--- src/rtl/core_output_arbiter_if.sv ---
// Sender-side bundle of the core output arbiter: one pending request
// (valid/mode/data) toward the UART sender, its ready, and the drop count.
interface core_output_arbiter_if #(
  parameter int P_SEL_W  = 2,
  parameter int P_DATA_W = 32
);
  logic                oSenderValid;
  logic                iSenderReady;
  logic [P_SEL_W-1:0]  oSenderMode;
  logic [P_DATA_W-1:0] oSenderData;
  logic [7:0]          oDropCnt;

  // Arbiter side: owns the request, observes ready.
  modport master (
    output oSenderValid, oSenderMode, oSenderData, oDropCnt,
    input  iSenderReady
  );

  // Sender side: observes the request, drives ready.
  modport slave (
    input  oSenderValid, oSenderMode, oSenderData, oDropCnt,
    output iSenderReady
  );
endinterface

--- src/rtl/core_output_arbiter.sv ---
// core_output_arbiter: registered selector between the core channels and the
// FND/display path plus the UART sender. Adds timed blanking on a mode switch,
// a one-entry sender hold register with a saturating drop counter, periodic
// sender requests for free-running channels and stale detection for
// event-driven channels.
module core_output_arbiter #(
  parameter int                  P_NUM_CH        = 4,
  parameter int                  P_SEL_W         = 2,
  parameter int                  P_DATA_W        = 32,
  parameter int                  P_BLANK_MS      = 100,
  parameter int                  P_PERIOD_MS     = 1000,
  parameter logic [P_NUM_CH-1:0] P_PERIODIC_MASK = 'b0011,
  parameter int                  P_STALE_MS      = 3000
) (
  input  logic                         iClk,
  input  logic                         iRstn,
  input  logic                         iTick1kHz,
  input  logic [P_SEL_W-1:0]           iMode,
  input  logic [16*P_NUM_CH-1:0]       iFndFlat,
  input  logic [P_DATA_W*P_NUM_CH-1:0] iFullFlat,
  input  logic [4*P_NUM_CH-1:0]        iBlinkFlat,
  input  logic [4*P_NUM_CH-1:0]        iDotFlat,
  input  logic [P_NUM_CH-1:0]          iValidVec,
  output logic [15:0]                  oFndData,
  output logic [P_DATA_W-1:0]          oFullData,
  output logic [3:0]                   oBlinkMask,
  output logic [3:0]                   oDotMask,
  output logic [P_SEL_W-1:0]           oActiveMode,
  output logic                         oSwitching,
  output logic                         oStale,
  core_output_arbiter_if.master        sender
);

  // Every select code gets a slot; codes at or above P_NUM_CH read as zero
  // and are flagged illegal, so indexing by any select value stays in range.
  localparam int L_SLOTS = 2 ** P_SEL_W;

  localparam int L_BLK_W = $clog2(P_BLANK_MS + 2);
  localparam int L_PER_W = $clog2(P_PERIOD_MS + 1);
  localparam int L_STL_W = $clog2(P_STALE_MS + 1);

  localparam logic [L_BLK_W-1:0] L_BLK_LAST = L_BLK_W'(P_BLANK_MS - 1);
  localparam logic [L_PER_W-1:0] L_PER_LAST = L_PER_W'(P_PERIOD_MS - 1);
  localparam logic [L_STL_W-1:0] L_STL_MAX  = L_STL_W'(P_STALE_MS);

  typedef enum logic {ST_RUN = 1'b0, ST_BLANK = 1'b1} state_t;

  // Unpacked per-channel views of the flat input buses.
  logic [15:0]         fnd_ch   [L_SLOTS];
  logic [P_DATA_W-1:0] full_ch  [L_SLOTS];
  logic [3:0]          blink_ch [L_SLOTS];
  logic [3:0]          dot_ch   [L_SLOTS];
  logic [L_SLOTS-1:0]  valid_ch;
  logic [L_SLOTS-1:0]  legal_ch;
  logic [L_SLOTS-1:0]  periodic_ch;

  genvar gi;
  generate
    for (gi = 0; gi < L_SLOTS; gi++) begin : g_ch
      if (gi < P_NUM_CH) begin : g_real
        assign fnd_ch[gi]      = iFndFlat[16*gi +: 16];
        assign full_ch[gi]     = iFullFlat[P_DATA_W*gi +: P_DATA_W];
        assign blink_ch[gi]    = iBlinkFlat[4*gi +: 4];
        assign dot_ch[gi]      = iDotFlat[4*gi +: 4];
        assign valid_ch[gi]    = iValidVec[gi];
        assign legal_ch[gi]    = 1'b1;
        assign periodic_ch[gi] = P_PERIODIC_MASK[gi];
      end else begin : g_pad
        assign fnd_ch[gi]      = '0;
        assign full_ch[gi]     = '0;
        assign blink_ch[gi]    = '0;
        assign dot_ch[gi]      = '0;
        assign valid_ch[gi]    = 1'b0;
        assign legal_ch[gi]    = 1'b0;
        assign periodic_ch[gi] = 1'b0;
      end
    end
  endgenerate

  state_t              state_q, state_d;
  logic [P_SEL_W-1:0]  active_q, active_d;
  logic [P_SEL_W-1:0]  target_q, target_d;
  logic [L_BLK_W-1:0]  blank_cnt_q, blank_cnt_d;
  logic [L_PER_W-1:0]  period_cnt_q, period_cnt_d;
  logic [L_STL_W-1:0]  stale_cnt_q, stale_cnt_d;
  logic                stale_q, stale_d;
  logic [15:0]         fnd_q, fnd_d;
  logic [P_DATA_W-1:0] full_q, full_d;
  logic [3:0]          blink_q, blink_d;
  logic [3:0]          dot_q, dot_d;
  logic                snd_valid_q, snd_valid_d;
  logic [P_SEL_W-1:0]  snd_mode_q, snd_mode_d;
  logic [P_DATA_W-1:0] snd_data_q, snd_data_d;
  logic [7:0]          drop_q, drop_d;

  logic req;
  logic accept;
  logic mode_legal;

  assign mode_legal = legal_ch[iMode];
  assign accept     = snd_valid_q & sender.iSenderReady;

  // Next-state: mode FSM, display mux, request sources, hold register, stale.
  always_comb begin
    state_d      = state_q;
    active_d     = active_q;
    target_d     = target_q;
    blank_cnt_d  = blank_cnt_q;
    period_cnt_d = period_cnt_q;
    stale_cnt_d  = stale_cnt_q;
    fnd_d        = '0;
    full_d       = '0;
    blink_d      = '0;
    dot_d        = '0;
    snd_valid_d  = snd_valid_q;
    snd_mode_d   = snd_mode_q;
    snd_data_d   = snd_data_q;
    drop_d       = drop_q;
    req          = 1'b0;

    case (state_q)
      ST_RUN: begin
        fnd_d   = fnd_ch[active_q];
        full_d  = full_ch[active_q];
        blink_d = blink_ch[active_q];
        dot_d   = dot_ch[active_q];

        // Requests always come from the mode that is active now, even when
        // a mode change is requested in the same cycle.
        if (periodic_ch[active_q]) begin
          if (iTick1kHz) begin
            if (period_cnt_q == L_PER_LAST) begin
              req          = 1'b1;
              period_cnt_d = '0;
            end else begin
              period_cnt_d = period_cnt_q + L_PER_W'(1);
            end
          end
        end else begin
          req = valid_ch[active_q];
        end

        // A fresh sample beats a simultaneous tick.
        if (valid_ch[active_q]) begin
          stale_cnt_d = '0;
        end else if (iTick1kHz && (stale_cnt_q != L_STL_MAX)) begin
          stale_cnt_d = stale_cnt_q + L_STL_W'(1);
        end

        if (mode_legal && (iMode != active_q)) begin
          target_d = iMode;
          if (P_BLANK_MS == 0) begin
            active_d     = iMode;
            period_cnt_d = '0;
            stale_cnt_d  = '0;
          end else begin
            state_d     = ST_BLANK;
            blank_cnt_d = '0;
            fnd_d       = '0;
            full_d      = '0;
            blink_d     = '0;
            dot_d       = '0;
          end
        end
      end

      ST_BLANK: begin
        // A different target restarts the full blank interval; a request
        // back to the original mode is just another target.
        if (mode_legal && (iMode != target_q)) begin
          target_d    = iMode;
          blank_cnt_d = '0;
        end else if (iTick1kHz) begin
          if (blank_cnt_q == L_BLK_LAST) begin
            state_d      = ST_RUN;
            active_d     = target_q;
            blank_cnt_d  = '0;
            period_cnt_d = '0;
            stale_cnt_d  = '0;
          end else begin
            blank_cnt_d = blank_cnt_q + L_BLK_W'(1);
          end
        end
      end

      default: state_d = ST_RUN;
    endcase

    // One-entry hold: a request loads when idle or when the pending entry
    // leaves this cycle; otherwise it is counted as dropped.
    if (req) begin
      if (!snd_valid_q || accept) begin
        snd_valid_d = 1'b1;
        snd_mode_d  = active_q;
        snd_data_d  = full_ch[active_q];
      end else if (drop_q != 8'hFF) begin
        drop_d = drop_q + 8'd1;
      end
    end else if (accept) begin
      snd_valid_d = 1'b0;
    end

    stale_d = (state_d == ST_RUN) && !periodic_ch[active_d] &&
              (stale_cnt_d >= L_STL_MAX);
  end

  // State and all registered outputs.
  always_ff @(posedge iClk or negedge iRstn) begin
    if (!iRstn) begin
      state_q      <= ST_RUN;
      active_q     <= '0;
      target_q     <= '0;
      blank_cnt_q  <= '0;
      period_cnt_q <= '0;
      stale_cnt_q  <= '0;
      stale_q      <= 1'b0;
      fnd_q        <= '0;
      full_q       <= '0;
      blink_q      <= '0;
      dot_q        <= '0;
      snd_valid_q  <= 1'b0;
      snd_mode_q   <= '0;
      snd_data_q   <= '0;
      drop_q       <= '0;
    end else begin
      state_q      <= state_d;
      active_q     <= active_d;
      target_q     <= target_d;
      blank_cnt_q  <= blank_cnt_d;
      period_cnt_q <= period_cnt_d;
      stale_cnt_q  <= stale_cnt_d;
      stale_q      <= stale_d;
      fnd_q        <= fnd_d;
      full_q       <= full_d;
      blink_q      <= blink_d;
      dot_q        <= dot_d;
      snd_valid_q  <= snd_valid_d;
      snd_mode_q   <= snd_mode_d;
      snd_data_q   <= snd_data_d;
      drop_q       <= drop_d;
    end
  end

  assign oFndData            = fnd_q;
  assign oFullData           = full_q;
  assign oBlinkMask          = blink_q;
  assign oDotMask            = dot_q;
  assign oActiveMode         = active_q;
  assign oSwitching          = (state_q == ST_BLANK);
  assign oStale              = stale_q;
  assign sender.oSenderValid = snd_valid_q;
  assign sender.oSenderMode  = snd_mode_q;
  assign sender.oSenderData  = snd_data_q;
  assign sender.oDropCnt     = drop_q;

endmodule

--- src/flat_wrapper.sv ---
// flat-port wrapper written by rule: the top's interface ports become plain ports
module core_output_arbiter_flat 
#(
  parameter int                  P_NUM_CH        = 4,
  parameter int                  P_SEL_W         = 2,
  parameter int                  P_DATA_W        = 32,
  parameter int                  P_BLANK_MS      = 100,
  parameter int                  P_PERIOD_MS     = 1000,
  parameter logic [P_NUM_CH-1:0] P_PERIODIC_MASK = 'b0011,
  parameter int                  P_STALE_MS      = 3000
)
  (iClk, iRstn, iTick1kHz, iMode, iFndFlat, iFullFlat, iBlinkFlat, iDotFlat, iValidVec, oFndData, oFullData, oBlinkMask, oDotMask, oActiveMode, oSwitching, oStale, sender_oSenderValid, sender_oSenderMode, sender_oSenderData, sender_oDropCnt, sender_iSenderReady);
  core_output_arbiter_if #(.P_SEL_W(P_SEL_W), .P_DATA_W(P_DATA_W)) sender_i ();
  input  logic iClk;
  input  logic iRstn;
  input  logic iTick1kHz;
  input  logic [P_SEL_W-1:0] iMode;
  input  logic [16*P_NUM_CH-1:0] iFndFlat;
  input  logic [P_DATA_W*P_NUM_CH-1:0] iFullFlat;
  input  logic [4*P_NUM_CH-1:0] iBlinkFlat;
  input  logic [4*P_NUM_CH-1:0] iDotFlat;
  input  logic [P_NUM_CH-1:0] iValidVec;
  output logic [15:0] oFndData;
  output logic [P_DATA_W-1:0] oFullData;
  output logic [3:0] oBlinkMask;
  output logic [3:0] oDotMask;
  output logic [P_SEL_W-1:0] oActiveMode;
  output logic oSwitching;
  output logic oStale;
  output wire logic [$bits(sender_i.oSenderValid)-1:0] sender_oSenderValid;
  output wire logic [$bits(sender_i.oSenderMode)-1:0] sender_oSenderMode;
  output wire logic [$bits(sender_i.oSenderData)-1:0] sender_oSenderData;
  output wire logic [$bits(sender_i.oDropCnt)-1:0] sender_oDropCnt;
  input wire logic [$bits(sender_i.iSenderReady)-1:0] sender_iSenderReady;
  assign sender_oSenderValid = sender_i.oSenderValid;
  assign sender_oSenderMode = sender_i.oSenderMode;
  assign sender_oSenderData = sender_i.oSenderData;
  assign sender_oDropCnt = sender_i.oDropCnt;
  assign sender_i.iSenderReady = sender_iSenderReady;
  core_output_arbiter #(.P_NUM_CH(P_NUM_CH), .P_SEL_W(P_SEL_W), .P_DATA_W(P_DATA_W), .P_BLANK_MS(P_BLANK_MS), .P_PERIOD_MS(P_PERIOD_MS), .P_PERIODIC_MASK(P_PERIODIC_MASK), .P_STALE_MS(P_STALE_MS)) u_core (.iClk(iClk), .iRstn(iRstn), .iTick1kHz(iTick1kHz), .iMode(iMode), .iFndFlat(iFndFlat), .iFullFlat(iFullFlat), .iBlinkFlat(iBlinkFlat), .iDotFlat(iDotFlat), .iValidVec(iValidVec), .oFndData(oFndData), .oFullData(oFullData), .oBlinkMask(oBlinkMask), .oDotMask(oDotMask), .oActiveMode(oActiveMode), .oSwitching(oSwitching), .oStale(oStale), .sender(sender_i));
endmodule
--- config.mk ---
export PLATFORM = sky130hd
export DESIGN_NAME = core_output_arbiter_flat
export DESIGN_NICKNAME = d
export VERILOG_FILES = /design/src/rtl/core_output_arbiter_if.sv /design/src/rtl/core_output_arbiter.sv /design/src/flat_wrapper.sv
export SDC_FILE = /design/constraint.sdc
export NUM_CORES = 1
export LEC_CHECK = 0
export ABC_AREA = 1
export CAP_MARGIN = 5
export CELL_PAD_IN_SITES_DETAIL_PLACEMENT = 0
export CELL_PAD_IN_SITES_GLOBAL_PLACEMENT = 1
export CORE_MARGIN = 4
export CORE_UTILIZATION = 29
export DETAILED_ROUTE_END_ITERATION = 7
export PLACE_DENSITY = 0.79
export SYNTH_ARGS = -nofsm -noshare
export SYNTH_HDL_FRONTEND = slang
export SYNTH_SLANG_ARGS = --single-unit
--- constraint.sdc ---
create_clock -name iClk -period 1.9 [get_ports iClk]
set_input_delay 0.57 -clock iClk [delete_from_list [all_inputs] [get_ports iClk]]
set_output_delay 0.57 -clock iClk [all_outputs]
set_load 0.02 [all_outputs]
==> reports/metrics.cfg, run 1 <==
[status]
run_status = finished, final reports clean

[drt]
route.vias.total = 7547
wl_per_cell_um = 17.0
post-route-drc-count = 0
drtAntennaViolNets = 0
dr.pass1.iters = 5
viasPerCell = 4.69
total_wirelength_of_the_detailed_routed_design_um = 27400
drt_iter0_markers = 436

[clock_network]
cts_tree = yes
clkSlewWorstSetupHoldPaths_ns = 0.06
cts_sinks = 134
cts.path.max_buffers = 2
clkLatencyLatePin_ns = 0.41
root_buffer = sky130_fd_sc_hd__clkbuf_16
clock_buffer_count_from_cts = 17
ctsHtreeMaxLevel = 4
cts.hold.buffers_added = 0

[final_layout]
drive_gt1_share_pct = 11.1
layout-area-overhead-vs-synth_pct = 66.2
final_common_cell = sky130_fd_sc_hd__nand2_1
fin_nets = 1512
final-seq-area_mm2 = 0.00336
insertedDiodeCount = 0
layout_common_cells = sky130_fd_sc_hd__nand2_1, sky130_fd_sc_hd__clkdlybuf4s50_1, sky130_fd_sc_hd__dfrtp_1, sky130_fd_sc_hd__nor2_1, sky130_fd_sc_hd__dlygate4sd2_1
final.fill_count = 2365
multi_input_area_mm2 = 0.00334

[worst_setup_path]
critical_path.max_stage_delay_ns = 0.47
crit_fanout = 5
cpMaxStageDelayCell = sky130_fd_sc_hd__dfrtp_2
path_cells = dlygate4sd2_1
crit_path_start_kind = flip-flop
critPathKind = flip-flop to output pin
setup.reg_to_reg.worst_slack_ns = 0.13
worst-endpoint-required_ns = 1.33
cell_family_with_most_cp_delay = flip-flops
timing.critical_path.arrival_ns = 1.27
critPathBufInv = 1
critical_path.endpoint_type = output pin

[floorplanning]
boundary_pins = 337
chipHeight_um = 165
num_rows = 57
die_width_um = 165
die-area_mm2 = 0.0273
start_util_pct = 29.5
floorplan.core_area_mm2 = 0.0243

[global_routing]
busiest_layer = met2
groute.usage.overall_pct = 19.2
global_route_wire_length_before_repair_um = 40500
number_of_global_route_vias_before_repair = 7423
antenna_violations_before_repair = 0
gr-total-overflow = 0
met2_usage_pct = 33.1
grt_start_max_net_pins = 61
grt_use_met3_pct = 6.01
grtUsageMet1_pct = 23.5

[power]
peakVddDrop_mv = 0.577
power_total_mw = 7.72
power_density_relative_to_cell_area_mw_per_mm2 = 646
p_leak_nw = 5.94

[timing]
final.setup.worst_slack_ns = 0.0650
period_share_pct = 96.6
timing_max_transition_violations_final = 0
layout_min_cycle_time_ns = 1.84
max_clock_freq_ghz = 0.545
final-hold-violation-count = 0
grt_setup_unrepaired = true
slew-limit-headroom_pct = 63.8
finalClockSkew_ns = 0.0104
fin_setup_tns_ns = 0
timing_worst_slew_pin_value_ns = 0.538
setup_violations = 0

[yosys]
netlist_area_before_placement_mm2 = 0.00718
yosysWarningCount = 0
synth_seq_cells = 134
synth_area_per_cell_um2 = 7.86
number_of_unique_standard_cell_types_used_by_synthesis = 41
synth_sequential_area_ratio_pct = 46.7
synth.net_count = 1152
postSynthCellCount = 913

[flow_run]
cap_viol_max_count = 0

[hold_path]
hold_path_class = input port to async pin

[placement]
placement.io_buffers = 336
routability_congestion = 0.837
detailedPlace.worstSlack_ns = -0.391
hpwl_um = 20700

-- Yosys cell counts, drive strengths merged --
master	number	area share [%]
nor3	9	0.84
nand3	34	2.8
nand3b	1	0.28
ha	5	0.87
clkbuf	40	2.1
and2	1	0.087
o22ai	29	2.5
inv	78	4.1
a32o	32	4.5
xor2	11	1.3
o21a	1	0.10
nand4	5	0.44
dfrtp	134	47
nand2	241	13
nor4	4	0.44
buf	12	1.2
o21ai	96	7.2
mux2	3	0.47
xnor2	7	0.85
a31oi	3	0.26
a21oi	51	3.9
nor2	114	6.0
clkinv	1	0.070
a21o	1	0.10
-- cell type report --
| cell class | instances | area share (%) |
|---|---|---|
| repair buffers | 393 | 32.2 |
| flip-flops and latches | 134 | 28.1 |
| multi-input cells | 648 | 28.0 |
| clock buffers | 19 | 3.79 |
| well taps | 324 | 3.40 |
| inverters | 79 | 2.53 |
| clock inverters | 13 | 2.03 |
-- worst register-to-register path: stages, from the launching register on --
cell and delay [ns]:
sky130_fd_sc_hd__dfrtp_2 0.43, sky130_fd_sc_hd__inv_2 0.06, sky130_fd_sc_hd__ha_1 0.14, sky130_fd_sc_hd__nand2_1 0.06, sky130_fd_sc_hd__nor2_2 0.15, sky130_fd_sc_hd__nand3_4 0.13, sky130_fd_sc_hd__buf_4 0.16, sky130_fd_sc_hd__nand4_1 0.06
sky130_fd_sc_hd__nand3_1 0.08, sky130_fd_sc_hd__nand2_1 0.10, sky130_fd_sc_hd__nand3_1 0.08, sky130_fd_sc_hd__nand2_1 0.07, sky130_fd_sc_hd__nand2_1 0.07, sky130_fd_sc_hd__a21oi_2 0.11
-- path summary, 6_finish.rpt --
kind	start	endpoint	cells after the start
setup / recovery	u_core.oActiveMode[1]	oActiveMode[1]	1
hold / removal	iRstn	u_core.stale_cnt_q[8]	1
setup reg to reg	u_core.stale_cnt_q[0]	u_core.oStale	13
hold reg to reg	u_core.sender.oSenderData[2]	u_core.sender.oSenderData[2]	2
max in group asynchronous	iRstn	u_core.oFullData[26]	2
min in group iClk	u_core.sender.oSenderData[2]	u_core.sender.oSenderData[2]	2
-- stage by stage --
stage	util [%]	std cells	cell area, um^2	hold WS (ns)
CTS	48.6	1603	11800	0.0563
floorplan	-	913	7180	0.274
global placement	46.2	1571	11200	0.469
global route	49.1	1610	11900	0.0667
finish	49.1	1610	11900	0.0505
detailed placement	46.2	1571	11200	0.471
-- repair_timing --
action,4_1_cts,5_1_grt
pin swaps,0,6
gates cloned,0,1
gates resized for setup,106,13
setup buffers,0,6
endpoints found under the setup margin,103,49
-- flip-flops by register name (all words and copies together) (netlist names) --
name                        flops
u_core.oFullData               32
u_core.sender.oSenderData      32
u_core.oFndData                16
u_core.stale_cnt_q             12
u_core.period_cnt_q            10
u_core.sender.oDropCnt          8
u_core.blank_cnt_q              7
u_core.oBlinkMask               4
u_core.oDotMask                 4
u_core.oActiveMode              2
u_core.sender.oSenderMode       2
u_core.target_q                 2
u_core.oStale                   1
u_core.oSwitching               1
u_core.sender.oSenderValid      1
-- report_power, final --
| group | switching [mW] | internal [mW] |
|---|---|---|
| sequential | 0.0244 | 2.88 |
| clock | 1.32 | 2.56 |
| combinational | 0.326 | 0.606 |
-- cells by family after synthesis --
group	after synthesis	share of synthesized area (%)
adders and majority gates	5	0.871
DFF	134	46.7
xor gates and xnor gates	18	2.20
AOI/OAI and AO/OA	213	18.6
buffers and inverters	131	7.41
and+or+nand+nor	409	23.8
muxes	3	0.470
-- layer usage --
| layer | wire, um | share of wire [%] |
|---|---|---|
| met5 | 0 | 0 |
| met4 | 527 | 1.9 |
| met3 | 1840 | 6.7 |
| met2 | 13700 | 50 |
| met1 | 11300 | 41 |
No activity file was read; power rests on OpenSTA's default activity.
==> run 2: changes to the inputs <==
- REMOVE_ABC_BUFFERS: default -> 1
==> run 2 against run 1 <==
Against the previous run:
- wire length down 0.27%
- global-route usage up 0.61 points
- sequential share of layout area up 0.13 points
- non-clock buffer count up 1
- critical path depth up 1
- first-iteration DRC count down 14%
==> reports/metrics.cfg, run 2 (synthesis results as in run 1) <==
[worst_setup_path]
setup.reg_to_reg.worst_slack_ns = 0.12
critPathBufInv = 2
critical_path.endpoint_type = output pin
startpoint = u_core.oActiveMode[0]
worst-endpoint-required_ns = 1.33
crit_cells = 2
critPathKind = flip-flop to output pin
crit_fanout = 24
rr_endpoint = u_core.oStale
path_cells = buf_12, buf_12
timing.critical_path.arrival_ns = 1.29
critical_path.endpoint = oActiveMode[0]
cell_family_with_most_cp_delay = flip-flops
worstRegToRegCells = 10
worst_r2r_startpoint = u_core.oActiveMode[0]
crit_path_start_kind = flip-flop
cpMaxStageDelayCell = sky130_fd_sc_hd__dfrtp_4
cpMostUsedCell = sky130_fd_sc_hd__buf_12
critical_path.max_stage_delay_ns = 0.52

[clock_network]
clock_buffer_count_from_cts = 17
clkSlewWorstSetupHoldPaths_ns = 0.06
cts_sinks = 134
cts_tree = yes
cts.path.max_buffers = 2
ctsHtreeMaxLevel = 4
root_buffer = sky130_fd_sc_hd__clkbuf_16
clkLatencyLatePin_ns = 0.42

[status]
run_status = finished, final reports clean

[floorplanning]
start_util_pct = 29.5
boundary_pins = 337
die-area_mm2 = 0.0273
num_rows = 57
floorplan.core_area_mm2 = 0.0243
chipHeight_um = 165
die_width_um = 165

[power]
p_leak_nw = 5.88
power_density_relative_to_cell_area_mw_per_mm2 = 597
peakVddDrop_mv = 0.522

[timing]
finalClockSkew_ns = 0.0136
period_share_pct = 97.8
max_clock_freq_ghz = 0.538
final.setup.worst_slack_ns = 0.0415
timing.hold.ws_ns = 0.473
layout_min_cycle_time_ns = 1.86
final-hold-violation-count = 0
timing_max_transition_violations_final = 0
fin_setup_tns_ns = 0
setup_violations = 0
slew-limit-headroom_pct = 64.3
timing_worst_slew_pin_value_ns = 0.530

[final_layout]
fin_nets = 1514
layout_common_cells = sky130_fd_sc_hd__nand2_1, sky130_fd_sc_hd__clkdlybuf4s50_1, sky130_fd_sc_hd__dfrtp_1, sky130_fd_sc_hd__nor2_1, sky130_fd_sc_hd__dlygate4sd2_1
final.fill_count = 2425
layout-area-overhead-vs-synth_pct = 65.5
drive_gt1_share_pct = 11.8
insertedDiodeCount = 0
final_common_cell = sky130_fd_sc_hd__nand2_1

[drt]
viasPerCell = 4.72
post-route-drc-count = 0
route.vias.total = 7606
route.top_layer_used = met4
dr.pass1.iters = 5
dr_wl_met2_um = 13400
wl_met1_um = 11200
drt_iter0_markers = 374
met3RoutedLength_um = 1980
wl_per_cell_um = 17.0
drtAntennaViolNets = 0
total_wirelength_of_the_detailed_routed_design_um = 27300

[global_routing]
global_route_wire_length_before_repair_um = 41600
groute.usage.overall_pct = 19.8
number_of_global_route_vias_before_repair = 7693
gr-total-overflow = 0
grt_start_max_net_pins = 61
antenna_violations_before_repair = 0

[hold_path]
hold_path_class = flip-flop to flip-flop
whs_path_depth = 2

[flow_run]
cap_viol_max_count = 0

[placement]
placement.io_buffers = 336
detailedPlace.worstSlack_ns = -0.447
hpwl_um = 20500
routability_congestion = 0.878

==> run 2: cell count changes in the layout (fill, tap and decap cells not counted), moves of 3 or more <==
cell                         previous run  this run
sky130_fd_sc_hd__clkinvlp_4             1         4
sky130_fd_sc_hd__nand3_1               29        26
sky130_fd_sc_hd__bufinv_16              6         1
sky130_fd_sc_hd__nand2_2                3         7
sky130_fd_sc_hd__inv_6                  2         5
==> run 2: area by class of cell <==
| class | count | area [um^2] | share of cell area, % |
|---|---|---|---|
| Timing Repair inverter | 1 | 7.51 | 0.0632 |
| Sequential cell | 134 | 3360 | 28.3 |
| Clock inverter | 14 | 143 | 1.20 |
| Timing Repair Buffer | 394 | 3870 | 32.6 |
| Multi-Input combinational cell | 648 | 3350 | 28.2 |
| Clock buffer | 18 | 439 | 3.70 |
| Tap cell | 324 | 405 | 3.41 |
| Inverter | 79 | 303 | 2.55 |
==> run 2: worst register-to-register path: stages, from the launching register on <==
cell and delay (ns):
sky130_fd_sc_hd__dfrtp_4 0.52, sky130_fd_sc_hd__buf_6 0.14, sky130_fd_sc_hd__nand2_2 0.05, sky130_fd_sc_hd__nand3_2 0.11
sky130_fd_sc_hd__a21oi_4 0.33, sky130_fd_sc_hd__nand3_1 0.12, sky130_fd_sc_hd__nand2_1 0.10, sky130_fd_sc_hd__nand3_1 0.07
sky130_fd_sc_hd__nor2_1 0.10, sky130_fd_sc_hd__nand2_1 0.07, sky130_fd_sc_hd__a21oi_2 0.10
==> run 2: per-stage QoR <==
step	utilization [%]	power (mW)	instances	cell area, um^2
2_1_floorplan	-	3.22	861	6950
3_3_place_gp	46.1	3.87	1569	11200
3_5_place_dp	46.1	3.87	1569	11200
4_1_cts	48.4	7.18	1607	11800
5_1_grt	48.9	7.38	1612	11900
6_report	48.9	7.09	1612	11900
==> run 2: how the worst min path moves through the flow <==
stage,from,to,slack [ns]
after global placement,iRstn,u_core.oBlinkMask[1],0.45
after detailed placement,iRstn,u_core.oBlinkMask[1],0.45
after global routing,u_core.sender.oSenderData[4],u_core.sender.oSenderData[4],0.50
after CTS,u_core.sender.oSenderData[1],u_core.sender.oSenderData[1],0.48
final,u_core.sender.oSenderData[1],u_core.sender.oSenderData[1],0.47
after floorplan,iRstn,u_core.blank_cnt_q[0],0.27
==> run 2: per-layer routing <==
metal  up-vias  track usage [%]
met3        45             5.71
met5         -                0
li1       3751                -
met2       277             33.3
met4         0             7.01
met1      3533             24.2
==> run 2: repair_timing <==
action | CTS | global route
setup endpoints to repair | 105 | 53
pin swaps | 0 | 16
hold buffers | 1 | 0
setup buffers | 3 | 6
endpoints found under the hold margin | 7 | 0
gates cloned | 2 | 1
resized for setup | 105 | 23
==> run 2: report_power, final <==
group / internal [mW] / total (mW) / switching (mW)
combinational: 0.594 / 0.919 / 0.325
clock: 1.87 / 3.27 / 1.39
sequential: 2.88 / 2.90 / 0.0200
total: 5.35 / 7.09 / 1.74
